<file path="src/rtl/cmp_run_monitor.sv">
// cmp_run_monitor
// Observes the per-node instruction-fetch and PC buses of the N-node CMP.
// It detects per-node program completion (a fetch of HALT_INST) and counts
// run cycles and per-node PC-stall cycles. Once every participating node has
// halted, it drains a fixed number of cycles before flagging done. A watchdog
// ends runs that never halt by entering TIMEOUT.
// Packed node vectors use an ascending range, so node 0 sits at the MSB end.

module cmp_run_monitor #(
    parameter int unsigned            NODES     = 4,
    parameter int unsigned            PC_W      = 32,
    parameter int unsigned            INST_W    = 32,
    parameter int unsigned            CNT_W     = 32,
    parameter logic [INST_W-1:0]      HALT_INST = INST_W'(32'h00000000),
    parameter int unsigned            DRAIN     = 5,
    parameter int unsigned            TIMEOUT   = 100000
) (
    input  logic                      CLK,
    input  logic                      RESET,
    input  logic                      start,
    input  logic                      clear,
    input  logic [0:NODES-1]          node_mask,
    input  logic [0:NODES*INST_W-1]   inst_in,
    input  logic [0:NODES*PC_W-1]     pc_in,
    output logic [2:0]                state,
    output logic [CNT_W-1:0]          cycle_count,
    output logic [0:NODES-1]          node_done,
    output logic [0:NODES*CNT_W-1]    node_cycle,
    output logic [0:NODES*CNT_W-1]    stall_count,
    output logic                      done,
    output logic                      timeout
);

    // The drain counter only has to hold DRAIN-1.
    localparam int unsigned DRN_W = $clog2(DRAIN + 1);

    typedef enum logic [2:0] {
        ST_IDLE    = 3'd0,
        ST_RUN     = 3'd1,
        ST_DRAIN   = 3'd2,
        ST_DONE    = 3'd3,
        ST_TIMEOUT = 3'd4
    } state_t;

    state_t              state_r;
    logic [0:NODES-1]    mask_r;
    logic                prev_valid_r;
    logic [PC_W-1:0]     prev_pc_r [NODES];
    logic [DRN_W-1:0]    drain_cnt_r;

    logic [0:NODES-1]    halt_s;
    logic [0:NODES-1]    stall_s;
    logic [0:NODES-1]    done_next_s;
    logic                all_done_s;

    assign state = state_r;

    // Per-node halt and stall detection for the current RUN edge
    always_comb begin
        halt_s      = {NODES{1'b0}};
        stall_s     = {NODES{1'b0}};
        done_next_s = {NODES{1'b0}};
        for (int i = 0; i < NODES; i++) begin
            halt_s[i]      = mask_r[i] & ~node_done[i] &
                             (inst_in[i*INST_W +: INST_W] == HALT_INST);
            stall_s[i]     = prev_valid_r & mask_r[i] & ~node_done[i] &
                             (pc_in[i*PC_W +: PC_W] == prev_pc_r[i]);
            done_next_s[i] = node_done[i] | halt_s[i];
        end
        // Masked-off nodes count as finished, so an empty mask drains at once.
        all_done_s = &(done_next_s | ~mask_r);
    end

    // Run-control FSM with its counters, capture registers and status flags
    always_ff @(posedge CLK or negedge RESET) begin
        if (!RESET) begin
            state_r      <= ST_IDLE;
            cycle_count  <= {CNT_W{1'b0}};
            node_done    <= {NODES{1'b0}};
            node_cycle   <= {(NODES*CNT_W){1'b0}};
            stall_count  <= {(NODES*CNT_W){1'b0}};
            mask_r       <= {NODES{1'b0}};
            prev_valid_r <= 1'b0;
            drain_cnt_r  <= {DRN_W{1'b0}};
            done         <= 1'b0;
            timeout      <= 1'b0;
            for (int i = 0; i < NODES; i++) begin
                prev_pc_r[i] <= {PC_W{1'b0}};
            end
        end else if (clear) begin
            // Soft return to IDLE; clear outranks a coincident start.
            state_r      <= ST_IDLE;
            cycle_count  <= {CNT_W{1'b0}};
            node_done    <= {NODES{1'b0}};
            node_cycle   <= {(NODES*CNT_W){1'b0}};
            stall_count  <= {(NODES*CNT_W){1'b0}};
            mask_r       <= {NODES{1'b0}};
            prev_valid_r <= 1'b0;
            drain_cnt_r  <= {DRN_W{1'b0}};
            done         <= 1'b0;
            timeout      <= 1'b0;
            for (int i = 0; i < NODES; i++) begin
                prev_pc_r[i] <= {PC_W{1'b0}};
            end
        end else begin
            case (state_r)
                ST_IDLE: begin
                    if (start) begin
                        state_r      <= ST_RUN;
                        cycle_count  <= {CNT_W{1'b0}};
                        node_done    <= {NODES{1'b0}};
                        node_cycle   <= {(NODES*CNT_W){1'b0}};
                        stall_count  <= {(NODES*CNT_W){1'b0}};
                        mask_r       <= node_mask;
                        prev_valid_r <= 1'b0;
                    end else begin
                        state_r <= ST_IDLE;
                    end
                end

                ST_RUN: begin
                    cycle_count  <= cycle_count + CNT_W'(1);
                    prev_valid_r <= 1'b1;
                    for (int i = 0; i < NODES; i++) begin
                        prev_pc_r[i] <= pc_in[i*PC_W +: PC_W];
                        if (halt_s[i]) begin
                            // Capture the pre-increment count of this edge.
                            node_done[i]                    <= 1'b1;
                            node_cycle[i*CNT_W +: CNT_W]    <= cycle_count;
                        end else begin
                            node_done[i]                    <= node_done[i];
                        end
                        if (stall_s[i] &&
                            (stall_count[i*CNT_W +: CNT_W] != {CNT_W{1'b1}})) begin
                            stall_count[i*CNT_W +: CNT_W] <=
                                stall_count[i*CNT_W +: CNT_W] + CNT_W'(1);
                        end else begin
                            stall_count[i*CNT_W +: CNT_W] <=
                                stall_count[i*CNT_W +: CNT_W];
                        end
                    end
                    // Completion beats the watchdog on the same edge.
                    if (all_done_s) begin
                        state_r     <= ST_DRAIN;
                        drain_cnt_r <= DRN_W'(DRAIN - 1);
                    end else if (cycle_count == CNT_W'(TIMEOUT - 1)) begin
                        state_r <= ST_TIMEOUT;
                        timeout <= 1'b1;
                    end else begin
                        state_r <= ST_RUN;
                    end
                end

                ST_DRAIN: begin
                    if (drain_cnt_r == {DRN_W{1'b0}}) begin
                        state_r <= ST_DONE;
                        done    <= 1'b1;
                    end else begin
                        drain_cnt_r <= drain_cnt_r - DRN_W'(1);
                    end
                end

                ST_DONE: begin
                    state_r <= ST_DONE;
                end

                ST_TIMEOUT: begin
                    state_r <= ST_TIMEOUT;
                end

                default: begin
                    state_r <= ST_IDLE;
                end
            endcase
        end
    end

endmodule

</file>
<file path="config.mk">
export PLATFORM = sky130hd
export DESIGN_NAME = cmp_run_monitor
export DESIGN_NICKNAME = d
export VERILOG_FILES = /design/src/rtl/cmp_run_monitor.sv
export SDC_FILE = /design/constraint.sdc
export NUM_CORES = 1
export LEC_CHECK = 0
export BUFFER_PORTS_ARGS = -buffer_cell sky130_fd_sc_hd__buf_4
export CAP_MARGIN = 5
export CORE_UTILIZATION = 25
export DETAILED_ROUTE_END_ITERATION = 7
export GPL_TIMING_DRIVEN = 0
export SETUP_SLACK_MARGIN = 0.15
export SLEW_MARGIN = 20
export SYNTH_ARGS = -nofsm -noshare
export SYNTH_HDL_FRONTEND = slang
export SYNTH_SLANG_ARGS = --single-unit
</file>
<file path="constraint.sdc">
create_clock -name CLK -period 3.66 [get_ports CLK]
set_clock_uncertainty 0.15 [all_clocks]
set_input_delay 0.183 -clock CLK [delete_from_list [all_inputs] [get_ports CLK]]
set_output_delay 0.183 -clock CLK [all_outputs]
set_load 0.01 [all_outputs]
</file>
==> metrics.md, run 1 <==
| Metric | Value |
|---|---|
| Outcome | completed |
| Vias | 21,180 |
| Cells along the critical path | nor4b_4 > o31ai_2 > or4_1 > nor3_4 > o31ai_4 > buf_4 > buf_4 > or4_1 > a21oi_1 |
| Slew @ Worst Pin | 1.080 ns |
| Reg clk slew, reported paths | 0.06 ns |
| Die H | 293 µm |
| Hold slack final | 0.1917 ns |
| DRC violations left | 0 |
| Crit Path Max Fanout | 7 |
| GR Overflow Total | 0 |
| Share of layout cells above drive strength 1 | 0.2261 |
| CP Class | reg2reg |
| Fillcell total | 8,516 |
| Post-place setup slack | -0.9397 ns |
| Slowest-stage cell, CP | or4_1 |
| GPL Wtd Cong | 0.9079 |
| Buffers on Ports | 560 |
| Max Clk Rate | 290.7 MHz |
| Drt total wl | 89,580 µm |
| # IOs | 561 |
| Initial DRC Count | 1,550 |
| Number of synthesized flops with an enable pin | 0 |
| Slew Limit Fails | 0 |
| Final net count | 3,389 |
| Max_cap viols | 0 |
| Critical path data required time | 4.02 ns |
| # clock sinks | 433 |
| Most common cell in the netlist | nand2_1 |
| Fin. Hold Viols | 0 |
| Top cell type's share of synthesized area | 0.5118 |
| Post-synthesis cell count | 2,346 |
| Vias/cell | 4.930 |
| Sequential share of the synthesized area | 0.5118 |
| Cells after DPL | 4,048 |
| Slew margin rel. | 0.2743 |
| Critical path data arrival time | 3.80 ns |
| H-tree depth | 2 |
| Max IR drop VDD | 0.3332 mV |
| RSZ-0062 raised after global routing | no |
| Pwr dens | 406.6 mW/mm² |
| Minimum clock period after layout | 3.440 ns |
| Mapped Area | 0.02117 mm² |
| Die width | 293 µm |
| CP endpoint kind | flop |
| Antenna-violating nets left | 0 |
| Largest net degree at the start of global routing | 89 |
| TritonCTS Buffers | 52 |
| TritonRoute pass-1 iters | 6 |
| Clk_lat worst skew | 0.61 ns |
| Vias in the first global route | 20,720 |
| Syn nets | 2,617 |
| Core area | 0.08369 mm² |
| DP Wirelength | 67,220 µm |
| Total track usage | 0.2033 |
| Ys async rst share | 1.000 |
| Startpoint Class | flop |
| Sequential cell area | 0.01084 mm² |
| Clock tree from TritonCTS | yes |
| Ranking of synthesized cells by instance count | nand2_1, dfrtp_1, a21oi_1 |
| Netlist cell types | 59 |
| Final period utilization | 0.9399 |
| Row cnt | 106 |
| Initial antenna violation count | 2 |
| Initial core utilization | 0.2530 |
| Final Util | 0.3624 |
| Synth Flop Type | dfrtp_1 |
| Slowest cell delay on critical path | 0.61 ns |
| Post-synthesis register bit count | 433 |
| Area Growth Syn to Fin | 43.25% |
| Mapped Avg Cell Area | 9.024 µm² |
| Setup-failing EPs final | 0 |
| Hold Path Class | in2reg |
| Setup TNS | 0 ns |
| Wire per inst | 20.86 µm |
| First-pass GRT wire length | 132,800 µm |
| CTS root buf | clkbuf_16 |
| Clock Tree Buf Depth | 3 |
| Die Footprint | 0.08585 mm² |
| Setup ws final | 0.2201 ns |
| Leak pwr | 13.03 nW |
| Fin cells | 4,295 |
| Synth area leader | dfrtp_1 |
| Multi-input combinational cell area | 0.009691 mm² |
| Synth area leaders | dfrtp_1, nand2_1, xnor2_1, a21oi_1, o21ai_0 |
| Syn. warnings | 0 |
[power breakdown]
part | leakage (nW) | switching [mW] | internal [mW]
Combinational | 6.17 | 1.18 | 0.732
Sequential | 6.00 | 0.137 | 4.97
Clock | 0.855 | 2.21 | 3.11
Total | 13.0 | 3.52 | 8.81
[repair_timing]
action / in CTS / in global routing
resized for setup: 18 / 15
endpoints found under the setup margin: 194 / 90
pin swaps: 2 / 2
setup buffers: 3 / 3
endpoints found under the hold margin: 328 / 0
hold buffers: 144 / 0
[cells by family (layout without fill, tap and decap cells)]
| family | after synthesis | in the layout | share of synthesized area |
|---|---|---|---|
| muxes | 25 | 25 | 0.01182 |
| buffers and inverters | 189 | 1001 | 0.03440 |
| AOI/OAI and AO/OA | 510 | 510 | 0.1410 |
| and+or+nand+nor | 1029 | 1029 | 0.2335 |
| adders and majority gates | 7 | 7 | 0.004137 |
| DFF | 433 | 433 | 0.5118 |
| other | 0 | 3 | 0 |
| xor gates and xnor gates | 153 | 153 | 0.06330 |
[metrics by stage]
stage / power [mW] / area (µm²)
global route: 12.84 / 30320
CTS: 12.47 / 30280
floorplan: 6.056 / 21170
global placement: 6.914 / 26790
finish: 12.33 / 30330
detailed placement: 6.953 / 26980
[critical path: cells and delay by family, from the launching register on]
family                 cells  cell delay [ns]
DFF                        1             0.47
AOI/OAI and AO/OA          3             0.56
and+or+nand+nor            4             1.85
buffers and inverters      2             0.30
[state kept, by name (all words and copies together) (netlist names), 3 cells and up]
name / count
drain_cnt_r: 3
stall_count: 128
state: 3
mask_r: 4
node_cycle: 128
prev_pc_r: 128
node_done: 4
cycle_count: 32
[path summary, 6_finish.rpt]
path	start	endpoint	slack (ns)	depth (start not counted)
worst min-delay path	inst_in[49]	state[1]$_DFFE_PN0P_	0.19	8
worst max register to register	state[2]$_DFFE_PN0P_	stall_count[75]$_DFFE_PN0P_	0.22	9
max in group asynchronous	RESET	prev_pc_r[48]$_DFFE_PN0P_	1.53	6
min in group asynchronous	RESET	node_cycle[100]$_DFFE_PN0P_	0.56	4
worst min register to register	node_cycle[55]$_DFFE_PN0P_	node_cycle[55]$_DFFE_PN0P_	0.35	2
worst max-delay path	state[2]$_DFFE_PN0P_	stall_count[75]$_DFFE_PN0P_	0.22	9
[cells in the final DEF, fill, tap and decap left out, drive strengths merged, types with 4 or more instances in the layout]
cell         synthesis  routed
or2                  6       6
clkinv               0      11
a31oi               19      19
o211ai               8       8
and2                 6       6
a22o                37      37
nor4                77      77
nor3                34      34
nand2              457     457
o21ai              165     165
a21oi              198     198
and4                 7       7
o31ai               44      44
and3                25      25
a21o                 9       9
inv                 36      37
or4                 39      39
mux2i               25      25
a31o                10      10
xnor2              116     116
buf                 25     600
clkbuf             128     204
nand3              164     164
nand4               69      69
nor2                91      91
dfrtp              433     433
a41o                 4       4
xor2                37      37
dlygate4sd3          0     143
or3                 39      39
ha                   7       7
[layer usage]
layer,part of all wire,GRT usage,up-vias
li1,-,-,9903
met3,0.072,0.04410,136
met4,0.035,0.06845,0
met1,0.42,0.2631,10380
met5,0,0,-
met2,0.47,0.3345,759
[layout make-up]
type | instances | area share
antenna | 3 | 0.0002475
buffer | 153 | 0.02030
clock buffer | 77 | 0.05029
clock inverter | 17 | 0.007385
inverter | 36 | 0.004456
multi-input combinational | 1724 | 0.3195
sequential | 433 | 0.3574
tap | 1134 | 0.04679
timing repair buffer | 718 | 0.1936
(Power assumes the default switching activity.)
==> run 2, diff against run 1 <==
--- a/config.mk
+++ b/config.mk
@@ -10,6 +10,7 @@
 export CORE_UTILIZATION = 25
 export DETAILED_ROUTE_END_ITERATION = 7
 export GPL_TIMING_DRIVEN = 0
+export PLACE_DENSITY = 0.45
 export SETUP_SLACK_MARGIN = 0.15
 export SLEW_MARGIN = 20
 export SYNTH_ARGS = -nofsm -noshare
==> run 2 against run 1 <==
Compared with the run above: sequential cell count did not move; total power grew 2.1%; clock power increased by 4.9%; critical endpoint is now stall_count[70]$_DFFE_PN0P_; largest cell class unchanged; highest routed layer is now met5.
==> metrics.md, run 2 (synthesis results as in run 1) <==
| Metric | Value |
|---|---|
| Crit Path Max Fanout | 10 (+3) |
| Startpoint Class | flop |
| DRC violations left | 0 (unchanged) |
| Row cnt | 106 (unchanged) |
| CP Class | reg2reg |
| Outcome | completed |
| H-tree depth | 2 (unchanged) |
| Initial DRC Count | 1,315 (-15%) |
| Max Clk Rate | 298.0 MHz (+2.5%) |
| Clock Tree Buf Depth | 3 (unchanged) |
| Buffers on Ports | 560 (unchanged) |
| TritonRoute pass-1 iters | 5 (-1) |
| Clk_lat worst skew | 0.62 ns (about the same) |
| M1 GR Usage | 0.2841 (+0.02102) |
| Met3 usage | 0.04372 (-0.0003782) |
| Core area | 0.08369 mm² (unchanged) |
| Fin cells | 4,295 (unchanged) |
| Setup-failing EPs final | 0 (unchanged) |
| Die H | 293 µm (unchanged) |
| Hold Path Class | in2async |
| Commonest cells after routing, fill and taps aside | buf_4, nand2_1, dfrtp_1, a21oi_1, o21ai_0 |
| Slowest cell delay on critical path | 0.59 ns (-0.02 ns) |
| Reg2reg setup slack | 0.30 ns (+0.08 ns) |
| Cells after DPL | 4,046 (-0.049%) |
| Wire per inst | 21.91 µm (+5.0%) |
| Final net count | 3,386 (-0.089%) |
| Cells along the critical path | nor4b_4 > o31ai_4 > or4_4 > nor3_4 > o31ai_4 > clkbuf_2 > nor4_1 > mux2i_1 |
| Pwr dens | 415.1 mW/mm² (+2.1%) |
| Leak pwr | 13.03 nW (about the same) |
| Critical path data arrival time | 3.73 ns (-0.07 ns) |
| Antenna-violating nets left | 0 (unchanged) |
| CTS root buf | clkbuf_16 |
| Max IR drop VDD | 0.3447 mV (+3.4%) |
| GRT Max-Usage Layer | met2 |
| Vias in the first global route | 21,080 (+1.8%) |
| Post-place setup slack | -0.8716 ns (+0.06804 ns) |
| Setup ws final | 0.3045 ns (+0.08435 ns) |
| Slew margin rel. | 0.3001 (+0.02585) |
| CP endpoint kind | flop |
| Most common cell after layout, fill and taps aside | buf_4 |
| Largest net degree at the start of global routing | 89 (unchanged) |
| Top flop regs | node_cycle: 128 flops, prev_pc_r: 128 flops, stall_count: 128 flops |
| Vias | 21,390 (+1.0%) |
| Drt total wl | 94,100 µm (+5.0%) |
| GPL Wtd Cong | 0.8603 (-5.2%) |
| Initial core utilization | 0.2530 (unchanged) |
| Total track usage | 0.2120 (+0.008696) |
| Slew Limit Fails | 0 (unchanged) |
| Critical path data required time | 4.03 ns (about the same) |
| Vias/cell | 4.981 (+1.0%) |
| DP Wirelength | 70,520 µm (+4.9%) |
| Minimum clock period after layout | 3.356 ns (-0.08435 ns) |
| Die Footprint | 0.08585 mm² (unchanged) |
| TritonCTS Buffers | 54 (+3.8%) |
| RSZ-0062 raised after global routing | no |
| Dpl cell area | 0.02695 mm² (about the same) |
| Reg clk slew, reported paths | 0.07 ns (about the same) |
| First-pass GRT wire length | 138,100 µm (+4.0%) |
| Max_cap viols | 0 (unchanged) |
| Final period utilization | 0.9168 (-0.02305) |
| Fin. Hold Viols | 0 (unchanged) |
| # IOs | 561 (unchanged) |
| Slew @ Worst Pin | 1.050 ns (-0.03047 ns) |
| # clock sinks | 433 (unchanged) |
| Die width | 293 µm (unchanged) |
| GR Overflow Total | 0 (unchanged) |
| Crit path top cell by count | o31ai_4 |
| Share of layout cells above drive strength 1 | 0.2244 (-0.001654) |
| Initial antenna violation count | 8 (+6) |
| Slowest-stage cell, CP | or4_4 |
| Area Growth Syn to Fin | 43.27% (about the same) |
| Met2 usage | 0.3468 (+0.01237) |
| Clock tree from TritonCTS | yes |
| Post-route cell area | 0.03033 mm² (about the same) |
## run 2: worst paths after layout
check	from	end	cells after the start
hold / removal	RESET	node_cycle[40]$_DFFE_PN0P_	3
setup / recovery	state[2]$_DFFE_PN0P_	stall_count[70]$_DFFE_PN0P_	8
setup reg to reg	state[2]$_DFFE_PN0P_	stall_count[70]$_DFFE_PN0P_	8
min in group CLK	inst_in[112]	node_cycle[127]$_DFFE_PN0P_	7
hold reg to reg	node_cycle[19]$_DFFE_PN0P_	node_cycle[19]$_DFFE_PN0P_	1
max in group asynchronous	RESET	prev_pc_r[59]$_DFFE_PN0P_	4
## run 2: per-layer routing
layer | vias to the layer above | share of wire
li1 | 9893 | -
met1 | 10690 | 0.44
met2 | 668 | 0.47
met3 | 133 | 0.066
met4 | 6 | 0.023
met5 | - | 0.00048
## run 2: layout make-up
class	count	area, µm²
fillers	8601	53360
flip-flops and latches	433	10840
multi-input cells	1724	9674
repair buffers	713	5831
clock buffers	77	1548
well taps	1134	1419
plain buffers	153	605.6
clock inverters	23	275.3
inverters	36	135.1
diodes	2	5.005
## run 2: timing repair
| action | CTS | global route |
|---|---|---|
| hold endpoints to repair | 426 | 0 |
| endpoints found under the setup margin | 120 | 161 |
| hold buffers | 142 | 0 |
| setup buffers | 2 | 3 |
| gates resized for setup | 10 | 18 |
| pin swaps | 2 | 2 |
## run 2: report_power, final
group	switching [mW]	internal (mW)
Sequential	0.144	4.97
Combinational	1.17	0.727
Clock	2.34	3.24
## run 2: metrics by stage
stage,hold WS (ns),TNS [ns],power [mW],util
floorplan,-0.2626,0,6.056,-
global placement,0.2885,-1126.87,6.924,0.3202
detailed placement,0.01169,-27.88,6.983,0.3221
CTS,0.03945,0,12.79,0.3618
global route,0.05387,0,13.16,0.3624
finish,0.05565,0,12.59,0.3624
## run 2: critical path: cells and delay by family, from the launching register on
family / cells / cell delay (ns)
AND/OR/NAND/NOR: 4 / 1.76
buffers and inverters: 1 / 0.26
multiplexers: 1 / 0.24
AO/OA/AOI/OAI: 2 / 0.35
flip-flops: 1 / 0.47
